## src/rtl/uart_word_tx_buffer.sv

```systemverilog
// uart_word_tx_buffer: FIFO of 32-bit words serialised MSB-first into bytes for a ready/enable UART byte sender
module uart_word_tx_buffer #(
  parameter int ADDR_WIDTH = 4,
  parameter int SEND_BYTES = 4,
  parameter int GAP_CYCLES = 2
) (
  input  logic                  CLK,
  input  logic                  reset,
  input  logic [31:0]           word_data,
  input  logic                  word_push,
  input  logic                  sender_ready,
  output logic [7:0]            sender_data,
  output logic                  sender_enable,
  output logic                  fifo_full,
  output logic                  fifo_empty,
  output logic [ADDR_WIDTH:0]   fifo_count,
  output logic                  busy,
  output logic                  overflow
);
  localparam int DEPTH = 1 << ADDR_WIDTH;
  typedef enum logic [1:0] {IDLE, SEND, GAP} state_t;
  state_t                state;
  logic [31:0]           mem [DEPTH];
  logic [ADDR_WIDTH-1:0] wr_ptr, rd_ptr;
  logic [31:0]           shift;
  logic [1:0]            idx;
  logic [2:0]            gap_cnt;
  logic                  push_ok, pop;
  logic [ADDR_WIDTH:0]   count_nxt;
  // full is the registered flag, so a push in the same cycle as a pop from a full FIFO is still dropped
  assign push_ok   = word_push & ~fifo_full;
  assign pop       = (state == IDLE) & ~fifo_empty;
  assign count_nxt = fifo_count + (ADDR_WIDTH+1)'(push_ok) - (ADDR_WIDTH+1)'(pop);
  assign busy      = (state != IDLE) | ~fifo_empty;
  always_ff @(posedge CLK)
    if (push_ok) mem[wr_ptr] <= word_data;
  always_ff @(posedge CLK) begin
    if (reset) begin
      state         <= IDLE;
      wr_ptr        <= '0;
      rd_ptr        <= '0;
      fifo_count    <= '0;
      fifo_full     <= 1'b0;
      fifo_empty    <= 1'b1;
      overflow      <= 1'b0;
      shift         <= '0;
      idx           <= '0;
      gap_cnt       <= '0;
      sender_data   <= '0;
      sender_enable <= 1'b0;
    end else begin
      if (push_ok) wr_ptr <= wr_ptr + 1'b1;
      if (pop) rd_ptr <= rd_ptr + 1'b1;
      if (word_push & fifo_full) overflow <= 1'b1;
      fifo_count    <= count_nxt;
      fifo_full     <= count_nxt == (ADDR_WIDTH+1)'(DEPTH);
      fifo_empty    <= count_nxt == '0;
      sender_enable <= 1'b0;
      case (state)
        IDLE: if (pop) begin
          shift <= mem[rd_ptr];
          idx   <= 2'(SEND_BYTES - 1);
          state <= SEND;
        end
        SEND: if (sender_ready) begin
          sender_data   <= shift[{idx, 3'b000} +: 8];
          sender_enable <= 1'b1;
          gap_cnt       <= 3'(GAP_CYCLES);
          state         <= GAP;
        end
        GAP: begin
          gap_cnt <= gap_cnt - 1'b1;
          if (gap_cnt == 3'd1) begin
            if (idx == 2'd0) state <= IDLE;
            else begin
              idx   <= idx - 1'b1;
              state <= SEND;
            end
          end
        end
        default: state <= IDLE;
      endcase
    end
  end
endmodule

```

## config.mk

```make
export PLATFORM = sky130hd
export DESIGN_NAME = uart_word_tx_buffer
export DESIGN_NICKNAME = d
export VERILOG_FILES = /design/src/rtl/uart_word_tx_buffer.sv
export SDC_FILE = /design/constraint.sdc
export NUM_CORES = 1
export LEC_CHECK = 0
export BUFFER_PORTS_ARGS = -buffer_cell sky130_fd_sc_hd__buf_2
export CAP_MARGIN = 10
export CORE_MARGIN = 2
export CORE_UTILIZATION = 25
export CTS_CLUSTER_SIZE = 8
export DETAILED_ROUTE_END_ITERATION = 10
export PLACE_DENSITY = 0.39
export SYNTH_ARGS = -nofsm -noshare
export SYNTH_HDL_FRONTEND = slang
export SYNTH_SLANG_ARGS = --single-unit
```

## constraint.sdc

```tcl
create_clock -name CLK -period 4.7 [get_ports CLK]
set_clock_uncertainty 0.1 [all_clocks]
set_input_delay 0 -clock CLK [delete_from_list [all_inputs] [get_ports CLK]]
set_output_delay 0 -clock CLK [all_outputs]
set_load 0.1 [all_outputs]
```

Word level (Yosys, flattened, before mapping)
Memories as Yosys holds them, arrays and structs flattened. A register that Yosys moved wholly into a read port is not among the register bits.
Index checks and enable logic that the tools add are counted.
{"block": "totals", "in_bits": 36, "n_memories": 1, "regBits": 32, "wordCells": 60, "ramBits": 512}
{"name": "mem", "depth": 16, "word_bits": 32, "rd": 1, "rd_clocked_by_memory_dff": 1, "write_ports": 1, "line": "23", "text": "logic [31:0] mem [DEPTH];"}
{"block": "op_classes", "shift": 1, "n_addsub": 6, "bitwise": 7, "n_reduce_logical": 12, "n_mux": 14, "eq_ne": 8}
{"cell": "$shiftx 32x6->8", "count": 1}
{"cell": "$mux 2", "count": 6}
{"cell": "$add 4x1->4 const B", "count": 2}
{"cell": "$ne 2x2->1 const B", "count": 4}
{"cell": "$pmux 2 s3", "count": 1}
{"cell": "$pmux 3 s2", "count": 1}
{"cell": "$reduce_and 2->1", "count": 3}
{"cell": "$reduce_bool 2->1", "count": 3}
{"cell": "$add 5x1->5", "count": 1}
{"cell": "$eq 5x5->1 const B", "count": 1}
{"cell": "$logic_not 5->1", "count": 1}
{"cell": "$sub 5x1->5", "count": 1}
{"cell": "$logic_not 2->1", "count": 2}
{"cell": "$mux 1", "count": 4}
{"cell": "$pmux 2 s2", "count": 1}
{"cell": "$reduce_and 4->1", "count": 1}
{"cell": "$and 1x1->1", "count": 3}
{"cell": "$eq 3x1->1 const B", "count": 1}
{"cell": "$mux 3", "count": 1}
{"cell": "$not 1->1", "count": 3}
{"cell": "$reduce_and 3->1", "count": 1}
{"cell": "$sub 3x1->3 const B", "count": 1}
{"cell": "$eq 2x1->1 const B", "count": 1}
{"cell": "$eq 2x2->1 const B", "count": 1}
{"cell": "other kinds (3)", "count": 3}

Depth between registers and ports, before layout
{"block": "depth", "word_depth": 5, "ltp_mapped": 11}

Worst setup path after synthesis
No wires, ideal clock.
{"block": "synth_path", "path_kind": "register to register", "start": "register fifo_full", "end": "memory mem[3][0], enable pin", "setup_ns": 0.461, "arrival_time_ns": 3.524, "synth_period_minus_slack_ns": 4.085, "required_time_ns": 4.139, "slack_ns": 0.615, "path_stages_with_launch": 5, "path_cell_list": "dfxtp_1 > nor2b_1 > clkbuf_1 > nand2_1 > nor3_1"}
{"block": "synth_via", "elab_chain_len": 4}
{"element": "start: declaration", "line": "14", "text": "output logic fifo_full,"}
{"element": "start signal: assignment", "line": "56", "text": "fifo_full <= count_nxt == (ADDR_WIDTH+1)'(DEPTH);"}
{"element": "$not 1->1", "line": "31", "text": "assign push_ok = word_push & ~fifo_full;"}
{"element": "$and 1x1->1", "line": "31"}
{"element": "$mux 1", "line": "36", "text": "if (push_ok) mem[wr_ptr] <= word_data;"}
{"element": "$mux 1 (implied by the code)", "line": "36"}
{"element": "end: declaration", "line": "23"}
Every way passes these cells.

Final worst setup path
{"block": "layout_path", "start": "register state[1]", "end": "register fifo_full"}
{"block": "layout_via", "elab_chain_len": 4}
{"element": "start: declaration", "line": "22", "text": "state_t state;"}
{"element": "start signal: assignment", "line": "39", "text": "state <= IDLE;"}
{"element": "start signal: assignment", "line": "63", "text": "state <= SEND;"}
{"element": "start signal: assignment", "line": "69", "text": "state <= GAP;"}
{"element": "$logic_not 2->1", "line": "32", "text": "assign pop = (state == IDLE) & ~fifo_empty;"}
{"element": "$and 1x1->1", "line": "32"}
{"element": "named net pop", "line": "28", "text": "logic push_ok, pop;"}
{"element": "$sub 5x1->5", "line": "33", "text": "assign count_nxt = fifo_count + (ADDR_WIDTH+1)'(push_ok) - (ADDR_WIDTH+1)'(pop);"}
{"element": "named net count_nxt[1]", "line": "29", "text": "logic [ADDR_WIDTH:0] count_nxt;"}
{"element": "$eq 5x5->1", "line": "56"}
The timed path passes the listed nets, and every way through them passes these cells.
A chain may end at the register's enable or synchronous reset.

==> out/metrics.yaml <==
drt:
  drt_wl_total_mm: 56.1
  drt_first_pass_iters: 5
  viasPerCell: 4.35
  first_iter_violations: 678
  dr_wl_met3_mm: 2.42
  wl_met1_mm: 26.0
  top_layer_used: "met5"
  drc: 0
  dr_wl_met2_mm: 26.3
  ant_nets: 0
  via_count: 10565
  routed_wire_length_per_instance_um: 23.1
floorplanning:
  dieArea_sq_um: 91700
  fp-row-count: 109
  die_w_um: 303
  io_pins: 54
  core-area_sq_um: 88400
  start_util: 0.253
  fp.dieH_um: 303
cts:
  post_cts_buffers: 0
  clock_path_buffers: 3
  cts.clk_slew.worst_paths_ps: 50
  cts_buffers: 82
  clock_latency_ps: 630
  cts_sinks: 576
  h-tree-depth: 3
  cts_hold_buf: 37
  ctsResizeCount: 0
  tritoncts: "built"
  cts-root-buf: "clkbuf_16"
run_status:
  outcome: "completed"
logic_synthesis:
  synth_top_cell_area_share: 0.689
  synth_area_leaders: "edfxtp_1, mux4_2, dfxtp_1"
  ys_ff_latch: 576
  synth_area_sq_um: 22300
  dominantRegCellSynth: "edfxtp_1"
  yosysWarnings: 0
  synth_edf_count: 512
  yosys.area.top_type: "edfxtp_1"
  syn_inst: 1053
  syn-num-nets: 1103
  synth_area_per_cell_sq_um: 21.2
  synth_cell_types: 42
  async_reset_ff_frac: 0
  seq_area_frac_synth: 0.746
power_and_ir_drop:
  ir_worst_vdd_mv: 0.378
  p_per_area_nw_per_um2: 545
  p_leak_uw: 0.00833
global_route:
  grt_first_pass_wirelength_mm: 82.6
  grt_use_total: 0.126
  antenna_found_initial: 1
  overflow: 0
  grt_pass1_vias: 11417
  grt_max_degree: 45
sta:
  fin_tns_setup_ps: 0
  slew_headroom: 0.300
  rsz0062_at_grt: "no"
  final_max_slew_viol_count: 0
  hold_viol: 0
  tightest_slew_ps: 1050
  finalCriticalPeriod_ps: 2990
  timing.fmax_mhz: 334
  hold_ws_ps: 214
  fin_crit_sh: 0.637
  setup_violations: 0
setup_path:
  critPathLaunchType: "flop"
  worstPathArrival_ps: 3410
  r2r_cells: 7
  crit_fanout: 14
  end_kind: "flop"
  crit_type: "flop to flop"
  crit_required_ps: 5120
cells_and_area:
  drive_gt1_frac: 0.311
  antenna_cells: 0
  area_growth_pct: 20.5
  fin_nets: 1254
  instances_no_fill: 2426
worst_hold_path:
  hp-class: "input pin to flop"
  min_path_cells: 2
placed_design:
  place_congestion: 0.724
  dp.cells: 2248
  dp_hpwl_mm: 32.8
  io_buffer_count: 53
job:
  drv_cap: 0
layer usage:
metal	GRT usage	vias to the layer above
met2	0.199	207
met5	0	-
met4	0.0378	2
met1	0.173	5626
met3	0.0287	95
li1	-	4635
final cells by class:
type | count | area (sq um)
repair buffers | 124 | 941
flip-flops and latches | 576 | 16700
inverters | 14 | 52.6
clock buffers | 133 | 2250
multi-input cells | 406 | 5390
clock inverters | 8 | 131
fillers | 8608 | 61500
well taps | 1165 | 1460
worst max-delay path, cell delays in order (launching register included):
cell,delay (ps)
dfxtp_1,440
nor3_2,620
ha_1,360
inv_1,60
ha_1,180
fa_1,450
or3_1,390
nor4b_1,290
registers in the layout (all words and copies together) (netlist names), 3 cells and up:
signal / flops
rd_ptr: 4
wr_ptr: 4
mem: 512
fifo_count: 5
sender_data: 8
shift: 32
gap_cnt: 3
metrics by stage:
step                      area, sq um  total power, uW  utilization  worst slack [ps]
after detailed placement        24100             9380        0.273              1690
after global routing            26900            15400        0.304              1450
after global placement          24100             9380        0.273              1700
final                           26900            14700        0.304              1710
after floorplan                 22300             8470            -               615
after CTS                       26900            15000        0.304              1660
synth_stat cells (2+ instances only):
| cell | number |
|---|---|
| nand2b_1 | 5 |
| clkbuf_1 | 20 |
| mux4_2 | 130 |
| a22oi_1 | 4 |
| a22oi_2 | 28 |
| nor2_1 | 34 |
| xnor2_1 | 3 |
| clkbuf_4 | 2 |
| o21ai_1 | 32 |
| ha_1 | 13 |
| mux4_1 | 6 |
| mux2_4 | 28 |
| mux2i_1 | 35 |
| xor2_1 | 7 |
| a21oi_1 | 20 |
| edfxtp_1 | 512 |
| buf_6 | 2 |
| nand4_1 | 2 |
| buf_4 | 6 |
| nor3_1 | 7 |
| a21o_1 | 2 |
| inv_1 | 14 |
| dfxtp_1 | 64 |
| a211oi_1 | 2 |
| buf_2 | 19 |
| mux2_2 | 4 |
| nor2b_1 | 5 |
| buf_1 | 4 |
| buf_12 | 4 |
| nand2_1 | 27 |
placed cells by master (no fill, tap or decap), types with 2 or more instances in the layout:
master	n
edfxtp_1	512
mux4_2	130
clkbuf_16	82
dfxtp_1	61
buf_2	53
clkbuf_1	50
dlygate4sd3_1	37
mux2i_1	35
o21ai_1	32
buf_4	30
mux2_4	28
a22oi_2	28
nand2_1	27
nor2_1	21
a21oi_1	20
inv_1	14
nor2_4	13
ha_1	13
xor2_1	7
mux4_1	6
nor3_2	5
nor2b_1	5
nand2b_1	5
mux2_2	4
a22oi_1	4
buf_12	4
xnor2_1	3
nor3_1	3
clkinv_8	3
dfxtp_4	3
a21o_1	2
a211oi_1	2
nand4_1	2
inv_6	2
clkinv_16	2
worst paths after layout:
check	startpoint	endpoint	slack (ps)
setup reg to reg	state[1]$_SDFFE_PP0P_	fifo_full$_SDFF_PP0_	1710
hold reg to reg	sender_data[3]$_SDFFE_PP0P_	sender_data[3]$_SDFFE_PP0P_	350
setup / recovery	state[1]$_SDFFE_PP0P_	fifo_full$_SDFF_PP0_	1710
hold / removal	word_data[26]	mem[3][26]$_DFFE_PP_	210
logic make-up (layout without fill, tap and decap cells):
family | Yosys count | after routing | share of synthesized area
compound gates | 93 | 93 | 0.0319
xor+xnor | 10 | 10 | 0.00392
fa+ha+maj | 14 | 14 | 0.00818
buf+inv | 71 | 279 | 0.0179
flops | 576 | 576 | 0.746
mux | 203 | 203 | 0.175
simple gates | 86 | 86 | 0.0173
report_power, final:
part / leakage (uW) / internal [uW] / switching (uW)
combinational: 0.00205 / 1380 / 1540
clock: 0.00113 / 3270 / 2200
sequential: 0.00515 / 5890 / 395
(Power assumes the default switching activity.)
